File: src/rtl/auth_req_arbiter.sv
`default_nettype none
// ============================================================================
//  Module      : auth_req_arbiter
//  Description : Shares the UID authorization LUT between the reader path
//                (CHECK only) and the admin path (CHECK/ADD). Round-robin
//                arbitration, request validation, one-cycle LUT strobe,
//                status decode and valid/ready response per requester.
//  Revision    : 1.0  initial release
// ============================================================================
module auth_req_arbiter #(
   parameter int UID_LEN = 4,
   parameter int CNT_W   = 16
) (
   input  logic               clk,
   input  logic               rst,
   input  logic               rd_req_valid,
   output logic               rd_req_ready,
   input  logic [7:0]         rd_req_cmd,
   input  logic [127:0]       rd_req_uid_flat,
   input  logic [7:0]         rd_req_uid_len,
   output logic               rd_resp_valid,
   input  logic               rd_resp_ready,
   output logic [7:0]         rd_resp_status,
   input  logic               adm_req_valid,
   output logic               adm_req_ready,
   input  logic [7:0]         adm_req_cmd,
   input  logic [127:0]       adm_req_uid_flat,
   input  logic [7:0]         adm_req_uid_len,
   output logic               adm_resp_valid,
   input  logic               adm_resp_ready,
   output logic [7:0]         adm_resp_status,
   output logic               lut_valid,
   output logic [7:0]         lut_cmd,
   output logic [127:0]       lut_uid_bytes_flat,
   output logic [7:0]         lut_uid_len,
   input  logic               lut_uid_allowed,
   input  logic               lut_uid_added_ok,
   input  logic               lut_uid_duplicate,
   input  logic               lut_uid_full,
   output logic               busy,
   output logic [CNT_W-1:0]   deny_count
);

   localparam logic [1:0] S_IDLE  = 2'd0;
   localparam logic [1:0] S_ISSUE = 2'd1;
   localparam logic [1:0] S_WAIT  = 2'd2;
   localparam logic [1:0] S_RESP  = 2'd3;

   localparam logic [7:0] CMD_CHECK   = 8'h10;
   localparam logic [7:0] CMD_ADD     = 8'h11;
   localparam logic [7:0] ST_OK       = 8'h00;
   localparam logic [7:0] ST_DENIED   = 8'h01;
   localparam logic [7:0] ST_DUP      = 8'h02;
   localparam logic [7:0] ST_FULL     = 8'h03;
   localparam logic [7:0] ST_BAD_CMD  = 8'h04;
   localparam logic [7:0] ST_BAD_LEN  = 8'h05;
   localparam logic [7:0] ST_INTERNAL = 8'h06;
   localparam logic [7:0] MAX_LEN     = 8'(UID_LEN);

   localparam logic OWNER_RD  = 1'b0;
   localparam logic OWNER_ADM = 1'b1;

   logic [1:0]       state;
   logic             last_grant;
   logic             owner;
   logic [7:0]       lat_cmd;
   logic [127:0]     lat_uid;
   logic [7:0]       lat_len;
   logic [7:0]       status;
   logic [CNT_W-1:0] deny_cnt;

   logic             grant_rd;
   logic             grant_adm;
   logic             accept;
   logic [7:0]       sel_cmd;
   logic [127:0]     sel_uid;
   logic [7:0]       sel_len;
   logic             bad_cmd;
   logic             bad_len;
   logic [7:0]       lut_status;
   logic             owner_resp_ready;
   logic             lut_drive;

   // Round-robin grant in IDLE; the side that did not win last time wins a tie
   always_comb begin
      grant_rd  = 1'b0;
      grant_adm = 1'b0;
      if (state == S_IDLE && !rst) begin
         if (rd_req_valid && adm_req_valid) begin
            if (last_grant == OWNER_ADM) grant_rd  = 1'b1;
            else                         grant_adm = 1'b1;
         end else begin
            grant_rd  = rd_req_valid;
            grant_adm = adm_req_valid;
         end
      end
   end

   assign accept  = grant_rd | grant_adm;
   assign sel_cmd = grant_adm ? adm_req_cmd      : rd_req_cmd;
   assign sel_uid = grant_adm ? adm_req_uid_flat : rd_req_uid_flat;
   assign sel_len = grant_adm ? adm_req_uid_len  : rd_req_uid_len;

   // Accept-time validation; the reader path may never ADD
   always_comb begin
      bad_cmd = !(sel_cmd == CMD_CHECK || sel_cmd == CMD_ADD) ||
                (grant_rd && sel_cmd == CMD_ADD);
      bad_len = (sel_len == 8'd0) || (sel_len > MAX_LEN);
   end

   // Decode LUT flags into a status byte; FULL outranks DUP for ADD
   always_comb begin
      lut_status = ST_INTERNAL;
      if (lat_cmd == CMD_CHECK) begin
         lut_status = lut_uid_allowed ? ST_OK : ST_DENIED;
      end else if (lut_uid_full) begin
         lut_status = ST_FULL;
      end else if (lut_uid_duplicate) begin
         lut_status = ST_DUP;
      end else if (lut_uid_added_ok) begin
         lut_status = ST_OK;
      end
   end

   assign owner_resp_ready = (owner == OWNER_ADM) ? adm_resp_ready : rd_resp_ready;

   // Control FSM, request latch, status register and saturating denial counter
   always_ff @(posedge clk or posedge rst) begin
      if (rst) begin
         state      <= S_IDLE;
         last_grant <= OWNER_ADM;
         owner      <= OWNER_RD;
         lat_cmd    <= '0;
         lat_uid    <= '0;
         lat_len    <= '0;
         status     <= '0;
         deny_cnt   <= '0;
      end else begin
         case (state)
            S_IDLE: begin
               if (accept) begin
                  lat_cmd    <= sel_cmd;
                  lat_uid    <= sel_uid;
                  lat_len    <= sel_len;
                  owner      <= grant_adm;
                  last_grant <= grant_adm;
                  if (bad_cmd) begin
                     status <= ST_BAD_CMD;
                     state  <= S_RESP;
                  end else if (bad_len) begin
                     status <= ST_BAD_LEN;
                     state  <= S_RESP;
                  end else begin
                     state  <= S_ISSUE;
                  end
               end
            end
            S_ISSUE: state <= S_WAIT;
            S_WAIT: begin
               status <= lut_status;
               state  <= S_RESP;
               if (owner == OWNER_RD && lut_status == ST_DENIED &&
                   deny_cnt != {CNT_W{1'b1}}) begin
                  deny_cnt <= deny_cnt + {{(CNT_W-1){1'b0}}, 1'b1};
               end
            end
            S_RESP: begin
               if (owner_resp_ready) state <= S_IDLE;
            end
            default: state <= S_IDLE;
         endcase
      end
   end

   assign lut_drive          = (state == S_ISSUE) || (state == S_WAIT);
   assign lut_valid          = (state == S_ISSUE);
   assign lut_cmd            = lut_drive ? lat_cmd : 8'h00;
   assign lut_uid_bytes_flat = lut_drive ? lat_uid : 128'h0;
   assign lut_uid_len        = lut_drive ? lat_len : 8'h00;

   assign rd_req_ready    = grant_rd;
   assign adm_req_ready   = grant_adm;
   assign rd_resp_valid   = (state == S_RESP) && (owner == OWNER_RD);
   assign adm_resp_valid  = (state == S_RESP) && (owner == OWNER_ADM);
   assign rd_resp_status  = rd_resp_valid  ? status : 8'h00;
   assign adm_resp_status = adm_resp_valid ? status : 8'h00;
   assign busy            = (state != S_IDLE);
   assign deny_count      = deny_cnt;

endmodule
`default_nettype wire
File: config.mk
export PLATFORM = sky130hd
export DESIGN_NAME = auth_req_arbiter
export DESIGN_NICKNAME = d
export VERILOG_FILES = /design/src/rtl/auth_req_arbiter.sv
export SDC_FILE = /design/constraint.sdc
export NUM_CORES = 1
export LEC_CHECK = 0
export ABC_AREA = 1
export CORE_AREA = 3 3 185 187
export CTS_CLUSTER_SIZE = 40
export DETAILED_ROUTE_END_ITERATION = 16
export DIE_AREA = 0 0 188 190
export PLACE_DENSITY = 0.7
export SLEW_MARGIN = 30
export SYNTH_ARGS = -nofsm -noshare
export SYNTH_HDL_FRONTEND = slang
export SYNTH_SLANG_ARGS = --single-unit
File: constraint.sdc
create_clock -name clk -period 8.7 [get_ports clk]
set_input_delay 1.74 -clock clk [delete_from_list [all_inputs] [get_ports clk]]
set_output_delay 1.74 -clock clk [all_outputs]
set_load 0.02 [all_outputs]
; ---- Yosys cells after proc, flatten, opt, wreduce, memory -nomap -nowiden
; Index checks and enable logic that the tools add are counted.
[op_classes]
muxes = 29
bitwise_logic = 2
order_cmp = 1
n_reduce_logical = 21
add_sub_neg = 1
n_eq_ne = 11
[ops]
columns = operator, count
row1 = $mux 128, 2
row2 = $mux 8, 9
row3 = $eq 8x5->1 const B, 3
row4 = $add 16x1->16 const B, 1
row5 = $ne 16x16->1 const B, 1
row6 = $pmux 8 s2, 1
row7 = $mux 3, 4
row8 = $eq 8x1->1 const B, 1
row9 = $gt 8x3->1 const B, 1
row10 = $logic_not 8->1, 1
row11 = $mux 1, 8
row12 = $mux 2, 4
row13 = $pmux 2 s4, 1
row14 = $logic_and 1x1->1, 7
row15 = $reduce_and 2->1, 3
row16 = $eq 2x2->1 const B, 2
row17 = $logic_or 1x1->1, 4
row18 = $ne 2x2->1 const B, 2
row19 = $reduce_bool 2->1, 2
row20 = $ne 3x3->1 const B, 1
row21 = $reduce_and 3->1, 1
row22 = $eq 2x1->1 const B, 1
row23 = $logic_not 1->1, 2
row24 = $logic_not 2->1, 1
row25 = other kinds (2), 2
[word_totals]
output_inout_bits = 182
word_cells = 73
inputBits = 298
reg_bits = 172

; ---- Logic depth before layout (Yosys ltp)
[logic_depth]
ltp_word = 11
depth_mapped = 15
ltp_nobuf = 14

; ---- Worst setup path before layout
; OpenSTA, ideal clock, no wires.
[synth_path]
kind = input port to output port
start = input port rst
end = output port adm_req_ready
required_ns = 6.960
path_slack_ns = 0.411
stages = 4
arrival_time_ns = 6.549
path_buffers = 1
path_cell_list = inv_1 -> nand4_2 -> inv_2 -> clkbuf_1
[synth_between]
elab_chain_len = 3
[synth_lines]
columns = element, line
row1 = "start, declared", 15  ; input logic rst,
row2 = $logic_not 1->1 (no source line), n/a
row3 = $logic_and 1x1->1, 88  ; if (state == S_IDLE && !rst) begin
row4 = $mux 1, 88
row5 = "end, declared", 25  ; output logic adm_req_ready,
; No other way between the ends.

; ---- Worst setup path after layout
[layout_path]
start = input port adm_req_valid
end = output port rd_req_ready
[layout_between]
elab_chain_len = 3
[layout_lines]
columns = element, line
row1 = "start, declared", 24  ; input logic adm_req_valid,
row2 = $logic_and 1x1->1, 89  ; if (rd_req_valid && adm_req_valid) begin
row3 = $mux 1, 89
row4 = $mux 1, 88
row5 = "end, declared", 17  ; output logic rd_req_ready,
; No other way between the ends.

==> impl_metrics.json <==
{
  "status": "complete, no violations",
  "drv_cap": 0,
  "fin_crit_ns": 5.39,
  "dieArea_mm2": 0.0357,
  "ir_drop_mv": 0.272,
  "ys_top_cells_by_area": "dfrtp_1, nand2_1, a31oi_1, inv_1, nor2_1",
  "dieWidth_um": 188,
  "startpoint_type": "input port",
  "synth_edf_count": 0,
  "drc_errors": 0,
  "crit_arrival_ns": 3.65,
  "grt_max_degree": 166,
  "dp_slack_ns": 3.28,
  "wire_per_inst_um": 15.4,
  "first_global_vias": 9900,
  "drt_pass1_iterations": 5,
  "port_buffers": 469,
  "max_freq_mhz": 186,
  "drive_above_1_share_pct": 2.69,
  "dieHeight_um": 190,
  "track_usage_pct": 18.6,
  "placed_area_mm2": 0.0143,
  "fin_skew_ns": 0.0126,
  "synth_area_leader_cell": "dfrtp_1",
  "drt_iter0_markers": 605,
  "grt_pass1_wl_mm": 52.8,
  "finalCritPeriodShare_pct": 61.9,
  "start_util_pct": 28.7,
  "antenna_cells": 0,
  "synth-async-reset-ratio_pct": 100,
  "vias": 10100,
  "synth_area_mm2": 0.00937,
  "powerDensity_mw_per_mm2": 379,
  "postCtsHoldBufs": 0,
  "fin_nets": 2074,
  "synth_cells": 1357,
  "fin_ws_ns": 3.31,
  "coreArea_mm2": 0.0326,
  "wl_met3_mm": 2.80,
  "ys_ff_latch": 167,
  "avgSynthCellArea_um2": 6.90,
  "root_buffer": "clkbuf_16",
  "post_cts_buffers": 0,
  "ant_nets": 0,
  "dpl.hpwl_mm": 25.3,
  "numCtsBuffers": 17,
  "clock_path_buffers": 2,
  "worstPathRequired_ns": 6.96,
  "clkTransAtPathRegs_ns": 0.06,
  "synth-main-ff-cell": "dfrtp_1",
  "wl_mm": 34.2,
  "cts.repair.resized": 0,
  "crit_type": "input port to primary output",
  "rsz0062_at_grt": "no",
  "slew_violations": 0,
  "dr_wl_met2_mm": 17.1,
  "yosysSeqAreaShare_pct": 44.6,
  "end_kind": "primary output",
  "maxSlewHeadroom_pct": 36.9,
  "cts_tree": "yes",
  "yosysTopAreaCellShare_pct": 44.3,
  "htreeDepth": 4,
  "setup_violations": 0,
  "area_growth_pct": 59.3,
  "clk_latency_ns": 0.44,
  "io_pins": 480,
  "critPathMaxFanout": 16,
  "num_rows": 66,
  "viasPerCell": 4.55,
  "leakage_nw": 7.30,
  "yosysWarningCount": 0,
  "maxUsedRoutingLayer": "met5",
  "wl_met1_mm": 13.4,
  "fin_tns_setup_ns": 0,
  "stdcell_area_mm2": 0.0149,
  "grt_overflow": 0,
  "antenna_found_initial": 1,
  "clock_sinks": 167,
  "gp_congestion": 0.856,
  "finalHoldViolCount": 0,
  "n_fill_cell": 3216,
  "hold_path.class": "flop to flop",
  "tightestPinTransition_ns": 0.946,
  "synth.distinct_cells": 30
}
## cell usage in the layout (no fill, tap or decap)
cell and instances:
inv_6 3, o31ai_1 1, nor2_1 169, clkdlybuf4s50_1 469
ha_4 1, xor2_1 9, buf_4 6, conb_1 10
clkbuf_16 17, dfrtp_1 166, o22a_1 1, nor3_1 3
inv_4 1, and3_1 1, buf_6 1, bufinv_16 2
inv_1 197, xnor2_1 6, nand3_1 21, clkbuf_8 4
nor2_4 2, clkbuf_1 2, buf_12 1, a21oi_1 2
nand2_1 497, clkinvlp_4 2, dfstp_2 1, mux2_2 1
clkinv_2 1, a31oi_1 133, nand4_1 18, nand4_4 1
ha_1 5, nand3b_1 3, o21ai_0 21, clkinv_4 2
o21ai_1 1, inv_8 1, inv_2 1
## routing by layer
layer	vias up	track usage (%)
li1	4987	-
met5	-	0
met2	393	32.2
met4	2	7.01
met3	53	5.79
met1	4690	21.6
## metrics by stage
stage	std cells	total power, W	utilization (%)	hold WS (ns)
final	2225	0.00565	45.7	0.495
after global routing	2225	0.00606	45.7	0.511
after CTS	2225	0.00572	45.7	0.496
after detailed placement	2193	0.00490	43.9	0.480
after global placement	2193	0.00487	43.9	0.477
after floorplan	1366	0.00324	-	0.453
## kinds of logic after synthesis
kind of cell | share of synthesized area, %
AND/OR/NAND/NOR | 29.9
adder cells (fa/ha/maj) | 0.801
other | 0.0400
flip-flops | 44.6
buffers and inverters | 12.8
XOR/XNOR | 1.40
multiplexers | 0.120
AO/OA/AOI/OAI | 10.3
## power breakdown
part,leakage [nW],switching [W],internal [W]
registers,1.92,0.000201,0.00113
clock network,0.290,0.000333,0.000456
logic,5.09,0.00201,0.00153
## worst max-delay path, stage by stage
cell and delay [ns]:
clkdlybuf4s50_1 0.72, nand2_1 0.19, and3_1 0.33, clkdlybuf4s50_1 0.67
## synthesized netlist by cell type, types with 2 or more instances
library cell	count
nor3_1	3
xnor2_1	6
o21ai_0	21
inv_2	3
buf_4	14
clkbuf_1	39
nor2_1	169
inv_1	198
nand2_1	497
nor2_4	2
buf_1	6
nand4_1	18
buf_2	31
dfrtp_1	166
ha_1	6
a21oi_1	2
a31oi_1	133
nand3b_1	3
xor2_1	9
nand3_1	21
## final timing paths
kind | from | endpoint | slack (ns) | cells past startpoint
max | adm_req_valid | rd_req_ready | 3.31 | 4
min | lat_len[1] | lat_len[1] | 0.49 | 2
max reg2reg | last_grant | status[1] | 5.23 | 14
min reg2reg | lat_len[1] | lat_len[1] | 0.49 | 2
max in group asynchronous | rst | lat_uid[69] | 5.69 | 3
min in group asynchronous | rst | lat_len[6] | 1.78 | 2
## area by class of cell
type                            instances  area (µm²)  area share, %
Timing Repair Buffer                  477        4770           32.0
Tap cell                              442         553           3.71
Inverter                              201         769           5.16
Clock buffer                           23         488           3.27
Multi-Input combinational cell        906        4040           27.1
Sequential cell                       167        4180           28.0
Clock inverter                          9         115          0.772
## sequential cells by signal (all words and copies together) (netlist names)
register / flops
lat_uid: 128
deny_count: 16
lat_cmd: 8
lat_len: 8
status: 3
state: 2
last_grant: 1
owner: 1
Note: power is estimated with default switching activity, not from simulation.
